File: config.mk
export PLATFORM = sky130hd
export DESIGN_NAME = serial_tx_buf
export DESIGN_NICKNAME = d
export VERILOG_FILES = /design/src/rtl/serial_tx_buf.sv
export SDC_FILE = /design/constraint.sdc
export NUM_CORES = 1
export LEC_CHECK = 0
export ABC_AREA = 1
export ABC_CLOCK_PERIOD_IN_PS = 3250
export CAP_MARGIN = 10
export CELL_PAD_IN_SITES_DETAIL_PLACEMENT = 1
export CELL_PAD_IN_SITES_GLOBAL_PLACEMENT = 1
export CORE_MARGIN = 5
export CORE_UTILIZATION = 36
export CTS_CLUSTER_SIZE = 14
export DETAILED_ROUTE_END_ITERATION = 16
export PLACE_DENSITY = 0.66
export SLEW_MARGIN = 20
export SYNTH_ARGS = -nofsm -noshare
export SYNTH_HDL_FRONTEND = slang
export SYNTH_SLANG_ARGS = --single-unit
export TNS_END_PERCENT = 5
File: constraint.sdc
create_clock -name clk -period 3.25 [get_ports clk]
set_input_delay 0.325 -clock clk [delete_from_list [all_inputs] [get_ports clk]]
set_output_delay 0.325 -clock clk [all_outputs]
set_load 0.01 [all_outputs]
File: src/rtl/serial_tx_buf.sv
// serial_tx_buf: configurable double-buffered asynchronous serial transmitter
module serial_tx_buf #(
    parameter int DATA_BITS    = 8,
    parameter int BIT_DELAY    = 3,
    parameter int COUNTER_BITS = 2,
    parameter int PARITY       = 0,
    parameter int STOP_BITS    = 1
) (
    input  logic                 clk,
    input  logic                 reset,
    input  logic [DATA_BITS-1:0] data,
    input  logic                 dataLoad,
    output logic                 serialOut,
    output logic                 ready,
    output logic                 busy
);
    typedef enum logic [2:0] {S_IDLE, S_START, S_DATA, S_PAR, S_STOP} state_t;

    state_t                  state_q, state_d;
    logic [COUNTER_BITS-1:0] cnt_q, cnt_d;
    logic [3:0]              idx_q, idx_d;
    logic [DATA_BITS-1:0]    shift_q, shift_d, hold_q, hold_d, next_word;
    logic                    par_q, par_d, hold_full_q, hold_full_d;
    logic                    out_q, out_d, busy_q, busy_d;
    logic                    cnt_last, done, accept, start_new;

    assign cnt_last  = cnt_q == COUNTER_BITS'(BIT_DELAY - 1);
    assign done      = state_q == S_STOP && cnt_last && idx_q == 4'(STOP_BITS - 1);
    assign accept    = dataLoad && !hold_full_q;
    assign start_new = (state_q == S_IDLE || done) && (hold_full_q || accept);
    assign next_word = hold_full_q ? hold_q : data;

    // Frame sequencing, holding-register handoff and next line value
    always_comb begin
        state_d     = state_q;
        cnt_d       = (state_q == S_IDLE || cnt_last) ? '0 : cnt_q + COUNTER_BITS'(1);
        idx_d       = idx_q;
        shift_d     = shift_q;
        par_d       = par_q;
        hold_d      = hold_q;
        hold_full_d = hold_full_q;
        if (accept && !start_new) begin
            hold_d      = data;
            hold_full_d = 1'b1;
        end
        if (start_new) begin
            state_d     = S_START;
            cnt_d       = '0;
            idx_d       = '0;
            shift_d     = next_word;
            par_d       = (^next_word) ^ (PARITY == 2);
            hold_full_d = 1'b0;
        end else if (cnt_last && state_q != S_IDLE) begin
            case (state_q)
                S_START: begin
                    state_d = S_DATA;
                    idx_d   = '0;
                end
                S_DATA: begin
                    shift_d = shift_q >> 1;
                    idx_d   = idx_q == 4'(DATA_BITS - 1) ? '0 : idx_q + 4'd1;
                    if (idx_q == 4'(DATA_BITS - 1))
                        state_d = PARITY != 0 ? S_PAR : S_STOP;
                end
                S_PAR: begin
                    state_d = S_STOP;
                    idx_d   = '0;
                end
                S_STOP: begin
                    state_d = done ? S_IDLE : S_STOP;
                    idx_d   = done ? '0 : idx_q + 4'd1;
                end
                default: state_d = S_IDLE;
            endcase
        end
        out_d  = state_d == S_START ? 1'b0 :
                 state_d == S_DATA  ? shift_d[0] :
                 state_d == S_PAR   ? par_d : 1'b1;
        busy_d = state_d != S_IDLE;
    end

    // State register; reset drops any frame and pending word and idles the line
    always_ff @(posedge clk or posedge reset) begin
        if (reset) begin
            state_q     <= S_IDLE;
            cnt_q       <= '0;
            idx_q       <= '0;
            shift_q     <= '0;
            par_q       <= 1'b0;
            hold_q      <= '0;
            hold_full_q <= 1'b0;
            out_q       <= 1'b1;
            busy_q      <= 1'b0;
        end else begin
            state_q     <= state_d;
            cnt_q       <= cnt_d;
            idx_q       <= idx_d;
            shift_q     <= shift_d;
            par_q       <= par_d;
            hold_q      <= hold_d;
            hold_full_q <= hold_full_d;
            out_q       <= out_d;
            busy_q      <= busy_d;
        end
    end

    assign serialOut = out_q;
    assign ready     = !hold_full_q;
    assign busy      = busy_q;
endmodule

# Word level (Yosys, flattened, before mapping)

Cells that the tools add are included.

Register bits after elaboration: 29
Bits in latches: 0
Bits in writable memories: 0
ROM bits: 0
Bits of input ports: 11
Output and inout port bits: 3
Word-level logic and storage cells: 66
Memories: 0

Add/subtract/negate cells: 2
Multipliers: 0
Div/mod/pow operators: 0
Order comparisons: 0
Equal/unequal tests: 9
Shifts and indexed selects: 0
Multiplexer cells: 22
Bitwise operators: 0
Reductions and logical operators: 23

Operator list:

| kind                                                 | count |
|---|---|
| 2-to-1 mux 8 bit                                     | 4 |
| 2-to-1 mux 4 bit                                     | 4 |
| equality test 3 x 2 -> 1 bit (second input constant) | 4 |
| 2-to-1 mux 3 bit                                     | 4 |
| one-hot mux 3 bit (4 select lines)                   | 1 |
| one-hot mux 4 bit (3 select lines)                   | 1 |
| XOR reduction 8 bit                                  | 1 |
| equality test 3 x 1 -> 1 bit (second input constant) | 2 |
| logical AND 1 bit                                    | 6 |
| 2-to-1 mux 1 bit                                     | 6 |
| nonzero test 2 bit                                   | 3 |
| nonzero test 3 bit                                   | 2 |
| adder 4 x 1 -> 4 bit (second input constant)         | 1 |
| equality test 4 x 3 -> 1 bit (second input constant) | 1 |
| logical NOT 4 bit                                    | 1 |
| 2-to-1 mux 2 bit                                     | 2 |
| AND reduction 2 bit                                  | 2 |
| nonzero test 4 bit                                   | 1 |
| equality test 3 bit (second input constant)          | 1 |
| logical NOT 3 bit                                    | 1 |
| logical OR 1 bit                                     | 3 |
| adder 2 x 1 -> 2 bit (second input constant)         | 1 |
| equality test 2 bit (second input constant)          | 1 |
| logical NOT 1 bit                                    | 2 |
| OR reduction 2 bit                                   | 1 |

# Depth between registers and ports, before layout

Gate-level depths: netlist of the first run.

Depth after elaboration: 11
Gate-level depth with buffers: 14
Gate-level depth less buffers: 13

# Worst setup path before layout of the first run

Ideal clock, no wire load.

Kind: reg2reg
Start point: register cnt_q[0]
End point: register idx_q[2]
Setup time: 0.126 ns
Arrival time: 1.408 ns
Slack: 1.716 ns
Stages on the path, launching flop included: 12
Path buffers: 0
Cell sequence: dfrtp_1 inv_1 ha_1 inv_1 nor3_1 nand2_1 nand2_2 nand2_4 inv_2 nor2_1 inv_1 o22ai_1

Word-level cells in the longest chain between the ends: 7
Elaborated cells between the ends (all ways): 13
Those cells by class: 1 x eq/ne; 4 x mux; 8 x reduce/logical

Ends and longest elaborated chain:

| item                                                                           | RTL line | RTL |
|---|---|---|
| from (decl)                                                                    | 20       | `logic [COUNTER_BITS-1:0] cnt_q, cnt_d;` |
| from (signal assigned)                                                         | 96       | `cnt_q <= cnt_d;` |
| equality test 2 bit *                                                          | 27       | `assign cnt_last = cnt_q == COUNTER_BITS'(BIT_DELAY - 1);` |
| logical AND 1 bit (2 in series)                                                | 28       | `assign done = state_q == S_STOP && cnt_last && idx_q == 4'(STOP_BITS - 1);` |
| 2-to-1 mux 4 bit / logical OR 1 bit (equally long branches)                    | 71, 30   |  |
| one-hot mux 4 bit (3 select lines) / logical AND 1 bit (equally long branches) | 54, 30   |  |
| 2-to-1 mux 4 bit, or another cell as far along                                 | 53       | `end else if (cnt_last && state_q != S_IDLE) begin` |
| 2-to-1 mux 4 bit / AND reduction 2 bit (equally long branches)                 | --       |  |
| to (signal assigned)                                                           | 97       | `idx_q <= idx_d;` |
| to (decl)                                                                      | 21       | `logic [3:0] idx_q, idx_d;` |

Every way passes the cells marked *; elsewhere a longest branch is shown, timed or not. The select of a mux whose other input is x is not followed.
A chain may end at the register's enable or synchronous reset.

# Worst setup path in the final report of the first run

Start point: register hold_full_q
End point: output port ready

Word-level cells in the longest chain between the ends: 1

Ends and longest elaborated chain:

| item                   | RTL line | RTL |
|---|---|---|
| from (decl)            | 23       | `logic par_q, par_d, hold_full_q, hold_full_d;` |
| from (signal assigned) | 101      | `hold_full_q <= hold_full_d;` |
| logical NOT 1 bit      | 108      | `assign ready = !hold_full_q;` |
| to (decl)              | 14       | `output logic ready,` |

Every way passes these cells.

==> results of run 1 <==
[cells by family after synthesis]
group,Yosys count,share of synthesized area (%)
adders and majority gates,3,2.13
and+or+nand+nor,143,33.2
AOI/OAI and AO/OA,31,10.6
xor gates and xnor gates,2,0.992
buffers and inverters,45,11.9
DFF,29,41.2
[final timing paths]
check / startpoint / slack (ps) / depth (start not counted) / endpoint
setup / recovery: hold_full_q / 1250 / 2 / ready
hold / removal: cnt_q[0] / 420 / 1 / cnt_q[0]
setup reg to reg: cnt_q[0] / 1450 / 11 / idx_q[2]
hold reg to reg: cnt_q[0] / 420 / 1 / cnt_q[0]
max in group asynchronous: reset / 2500 / 3 / serialOut
min in group asynchronous: reset / 430 / 3 / idx_q[0]
[report_power, final]
group / leakage (nW) / switching [mW] / total, mW / internal [mW]
combinational: 0.674 / 0.0720 / 0.117 / 0.0451
clock: 0.0439 / 0.146 / 0.294 / 0.148
sequential: 0.361 / 0.00905 / 0.382 / 0.373
total: 1.08 / 0.227 / 0.793 / 0.565
[metal layers]
metal  GRT usage [%]  share of wire [%]  vias to the layer above
met5               0                  0                        -
met4            5.07                1.5                        0
met3            3.72                2.2                        6
met2            25.4                 48                       13
met1            17.4                 49                      698
li1                -                  -                      810
[stage by stage]
stage	cell area, um2	worst slack, ps	util [%]
3_3_place_gp	1940	1400	40.8
3_5_place_dp	1940	1390	40.8
5_1_grt	2020	1140	42.6
6_report	2020	1250	42.6
4_1_cts	2020	1220	42.6
2_1_floorplan	1770	1720	-
[cells in the mapped netlist]
master	number
nand3b_1	1
inv_2	2
ha_1	3
inv_8	1
dfrtp_1	28
nor2_2	1
xor2_1	1
nand3_1	5
xnor2_1	1
nor3_1	2
o21ai_2	1
nor2_1	12
nand2_4	1
nand3_4	1
o22ai_1	2
o21ai_0	14
o221ai_1	6
nand2_2	3
buf_6	3
buf_8	1
a21oi_1	2
nand2_1	116
o31ai_1	1
nand3_2	1
inv_1	38
dfstp_2	1
o21ai_1	5
[cell type report]
class                   instances  share of cell area [%]
multi-input cells             179                    40.9
flip-flops and latches         29                    35.9
inverters                      41                    7.97
repair buffers                 14                    6.80
well taps                      67                    4.14
clock buffers                   5                    3.40
clock inverters                 3                   0.865
[registers in the layout, summed over array words and instances (netlist names), 2 cells and up]
name	flops
cnt_q	2
idx_q	4
hold_q	8
shift_q	8
state_q	3
[worst max-delay path, cell delays in order, from the launching register on]
cell,delay [ps]
dfrtp_1,610
inv_8,230
clkdlybuf4s50_1,560
[cells in the final DEF (no fill, tap or decap)]
master and instances:
nand3b_1 1, o21ai_1 5, xnor2_1 1, clkinv_2 2
nand3_4 1, inv_8 1, a21oi_1 2, inv_1 38
inv_2 2, o21ai_2 1, o21ai_0 14, nand2_4 1
clkbuf_8 5, nor3_1 2, nand2_1 116, nand3_1 5
o31ai_1 1, nor2_2 1, nor2_1 12, o22ai_1 2
dfstp_2 1, xor2_1 1, o221ai_1 6, clkinvlp_4 1
nand2_2 3, dfrtp_1 28, nand3_2 1, clkdlybuf4s50_1 13
buf_4 1, ha_1 3
==> impl_metrics.py, run 1 <==
metrics = {
    "outcome": {
        "run_status": "finished clean",
    },
    "floorplanning": {
        "ios": 14,
        "initial_core_util_pct": 37.1,
        "coreArea_um2": 4750,
        "die-area_um2": 6400,
        "rows": 25,
        "die_y_um": 80.0,
        "die_w_um": 80.0,
    },
    "min_path": {
        "hp-class": "register to register",
    },
    "drt": {
        "final_antenna_net_count": 0,
        "wl_per_cell_um": 11.6,
        "viasPerCell": 4.52,
        "first_pass_iters": 2,
        "vias": 1527,
        "first_iter_violations": 45,
        "totalWireLength_mm": 3.92,
        "drc": 0,
    },
    "clock_network": {
        "h-tree-depth": 2,
        "cts_setup_buffers": 0,
        "clock_path_buffers": 2,
        "cts_tree": "built",
        "cts_root_buf": "clkbuf_8",
        "cts_buffers": 5,
        "clkLatencyLatePin_ps": 280,
        "clock-sinks": 29,
        "clk_pin_slew_worst_paths_ps": 70,
        "cts_resized": 0,
        "cts_hold_repair.buffers": 0,
    },
    "placement": {
        "placedCellCount": 330,
        "hpwl_mm": 3.07,
        "place_congestion": 0.742,
        "io_buffers": 13,
    },
    "final_layout": {
        "multi_input_area_um2": 828,
        "regArea_um2": 727,
        "stdcell_count": 338,
        "areaGrowthSynthToFinish_pct": 14.7,
        "nFillCells": 619,
        "nets": 284,
        "drive_gt1_share_pct": 7.75,
        "n_antenna_cell": 0,
    },
    "sta": {
        "slew_headroom_pct": 58.4,
        "maxSlewViolCount": 0,
        "max_freq_mhz": 500,
        "finalHoldViolCount": 0,
        "tightest_slew_ps": 623,
        "hold_ws_ps": 421,
        "finalCritPeriodShare_pct": 61.5,
        "rsz0062_at_grt": "false",
        "setup_tns_ps": 0,
        "finalCriticalPeriod_ps": 2000,
        "finalSetupViolations": 0,
        "fin_skew_ps": 1.56,
    },
    "synthesis": {
        "synth_cell_types": 27,
        "synthTopCellsByArea": "dfrtp_1 40%, nand2_1 25%, inv_1 8.1%",
        "ys_ff_latch": 29,
        "syn_inst": 253,
        "syn_area_per_cell_um2": 6.98,
        "syn-num-nets": 267,
        "yosysTopAreaCell": "dfrtp_1",
        "synth_top_area_share_pct": 39.7,
        "yosysWarnings": 0,
        "yosysSeqAreaShare_pct": 41.2,
        "syn_area_um2": 1770,
    },
    "global_routing": {
        "grtUsageTotal_pct": 14.6,
        "grt_pass1_vias": 1642,
        "grt_max_degree": 30,
        "antenna_found_initial": 0,
        "grt_overflow": 0,
        "grt_pass1_wl_mm": 7.29,
    },
    "power_and_ir_drop": {
        "p_leak_nw": 1.08,
        "power.total_mw": 0.793,
        "vdd.ir_drop.worst_mv": 0.174,
        "power_density_nw_per_um2": 392,
    },
    "setup_path": {
        "cp.required_ps": 2920,
        "worst-setup-path-type": "register to output pin",
        "cp.arrival_ps": 1680,
        "endpoint_kind": "output pin",
        "critical_path_peak_fanout": 18,
        "crit_path_start_kind": "register",
    },
    "run": {
        "drv_cap": 0,
    },
}
Note: power is estimated with default switching activity, not from simulation.
==> run 2: changes to the inputs <==
ABC_CLOCK_PERIOD_IN_PS = 1930   (was 3250)
clock period = 1.93 ns   (was 3.25 ns; I/O delays follow)
==> run 2 against run 1 <==
  * Routed wire length grew 4.3%
  * Worst hold slack worse by 130 ps
  * Clock skew rose by 2.0 ps
  * Sequential share of layout area fell by 0.36 points
  * Via count up 1.8%
  * Sequential power rose by 68%
  * Critical path depth stayed put
  * Utilization increased by 0.50 points
  * Die area unchanged
  * First-iteration DRC count grew 38%
  * Setup slack worse by 1100 ps
  * Highest routed layer unchanged
==> impl_metrics.py, run 2 (synthesis results as in run 1) <==
metrics = {
    "drt": {
        "drc": 0,
        "totalWireLength_mm": 4.09,
        "first_iter_violations": 62,
        "viasPerCell": 4.56,
        "first_pass_iters": 4,
        "final_antenna_net_count": 0,
        "wl_per_cell_um": 12.0,
        "vias": 1555,
    },
    "clock_network": {
        "clock-sinks": 29,
        "h-tree-depth": 2,
        "cts_buffers": 5,
        "cts_hold_repair.buffers": 0,
        "cts_setup_buffers": 0,
        "clkLatencyLatePin_ps": 280,
        "clk_pin_slew_worst_paths_ps": 70,
        "cts_root_buf": "clkbuf_8",
        "cts_tree": "built",
        "clock_path_buffers": 2,
    },
    "setup_path": {
        "cp.arrival_ps": 1560,
        "cp.required_ps": 1740,
        "rr_endpoint": "shift_q[4]",
        "worst-setup-path-type": "register to output pin",
        "rr_startpoint": "cnt_q[0]",
        "crit_path_end": "ready",
        "crit_path_start_kind": "register",
        "endpoint_kind": "output pin",
        "ff2ff_setup_slack_ps": 250,
        "critical_path_peak_fanout": 18,
        "reg2regPathDepth": 9,
        "critPathLaunch": "hold_full_q",
    },
    "placement": {
        "hpwl_mm": 3.16,
        "io_buffers": 13,
        "preCtsSetupSlack_ps": 95.7,
        "placedCellCount": 333,
        "place_congestion": 0.728,
    },
    "final_layout": {
        "stdcell_count": 341,
        "layout_commonest_cell": "nand2_1",
        "largest_registers": "hold_q: 8 flops, shift_q: 8 flops, idx_q: 4 flops",
        "areaGrowthSynthToFinish_pct": 16.0,
        "nets": 287,
        "post-route-util_pct": 43.1,
        "n_antenna_cell": 0,
        "layout_common_cells": "116 x nand2_1, 38 x inv_1, 27 x dfrtp_1",
        "drive_gt1_share_pct": 9.12,
    },
    "floorplanning": {
        "coreArea_um2": 4750,
        "die_w_um": 80.0,
        "die_y_um": 80.0,
        "ios": 14,
        "rows": 25,
        "initial_core_util_pct": 37.1,
        "die-area_um2": 6400,
    },
    "global_routing": {
        "grt_max_degree": 30,
        "grt_pass1_vias": 1604,
        "grt_overflow": 0,
        "grt_pass1_wl_mm": 7.31,
        "grtUsageTotal_pct": 14.6,
        "antenna_found_initial": 0,
    },
    "power_and_ir_drop": {
        "p_leak_nw": 1.09,
        "power_density_nw_per_um2": 655,
        "vdd.ir_drop.worst_mv": 0.339,
    },
    "outcome": {
        "run_status": "finished clean",
    },
    "sta": {
        "setup_tns_ps": 0,
        "finalCritPeriodShare_pct": 90.9,
        "slew_headroom_pct": 74.0,
        "max_freq_mhz": 570,
        "finalHoldViolCount": 0,
        "tightest_slew_ps": 390,
        "maxSlewViolCount": 0,
        "finalCriticalPeriod_ps": 1760,
        "finalSetupViolations": 0,
        "postLayoutSetupSlackWorst_ps": 175,
        "rsz0062_at_grt": "false",
        "fin_skew_ps": 3.52,
    },
    "run": {
        "drv_cap": 0,
    },
    "min_path": {
        "hp-class": "primary input to asynchronous set/reset pin",
    },
}
==> run 2: cell types whose count changed in the layout (fill, tap and decap cells not counted) <==
cell,delta
buf_4,+3
dfrtp_2,+1
dfrtp_1,-1
==> run 2: worst max-delay path, stage by stage (launching register included) <==
cell             delay (ps)
dfrtp_2                 540
inv_8                   180
clkdlybuf4s50_1         560
==> run 2: routing by layer <==
layer,vias up,routed length [um],global-route usage [%]
met5,-,0,0
met4,0,40,4.56
met3,4,106,3.84
met2,14,2000,26.2
met1,716,1940,16.7
li1,821,-,-
==> run 2: worst min path at each step <==
stage | end | depth (start not counted) | slack (ps) | startpoint
5_1_grt | idx_q[1] | 3 | 320 | reset
6_report | idx_q[1] | 3 | 290 | reset
3_5_place_dp | cnt_q[0] | 1 | 430 | cnt_q[0]
4_1_cts | shift_q[4] | 3 | 300 | reset
2_1_floorplan | busy | 1 | 270 | reset
3_3_place_gp | cnt_q[0] | 1 | 410 | cnt_q[0]
==> run 2: final cells by class <==
cell class / count / area (um2)
Timing Repair Buffer: 17 / 160
Multi-Input combinational cell: 179 / 828
Clock buffer: 5 / 68.8
Fill cell: 628 / 2710
Inverter: 41 / 161
Clock inverter: 3 / 17.5
Sequential cell: 29 / 728
Tap cell: 67 / 83.8
==> run 2: power breakdown <==
part / total (mW) / internal [mW] / leakage [nW] / switching, mW
registers: 0.642 / 0.628 / 0.360 / 0.0145
clock network: 0.502 / 0.248 / 0.0439 / 0.253
logic: 0.198 / 0.0762 / 0.689 / 0.122
total: 1.34 / 0.952 / 1.09 / 0.390
==> run 2: through the flow <==
| step | total power, mW | hold slack (ps) | area (um2) |
|---|---|---|---|
| final | 1.34 | 292 | 2050 |
| after CTS | 1.37 | 300 | 2050 |
| after detailed placement | 0.856 | 432 | 1960 |
| after floorplan | 0.792 | 270 | 1770 |
| after global routing | 1.44 | 317 | 2050 |
| after global placement | 0.851 | 415 | 1960 |
==> run 2: repair_timing <==
item | 4_1_cts | 5_1_grt
endpoints found under the hold margin | 0 | 0
gates resized for setup | 0 | 1
endpoints found under the setup margin | 0 | 3
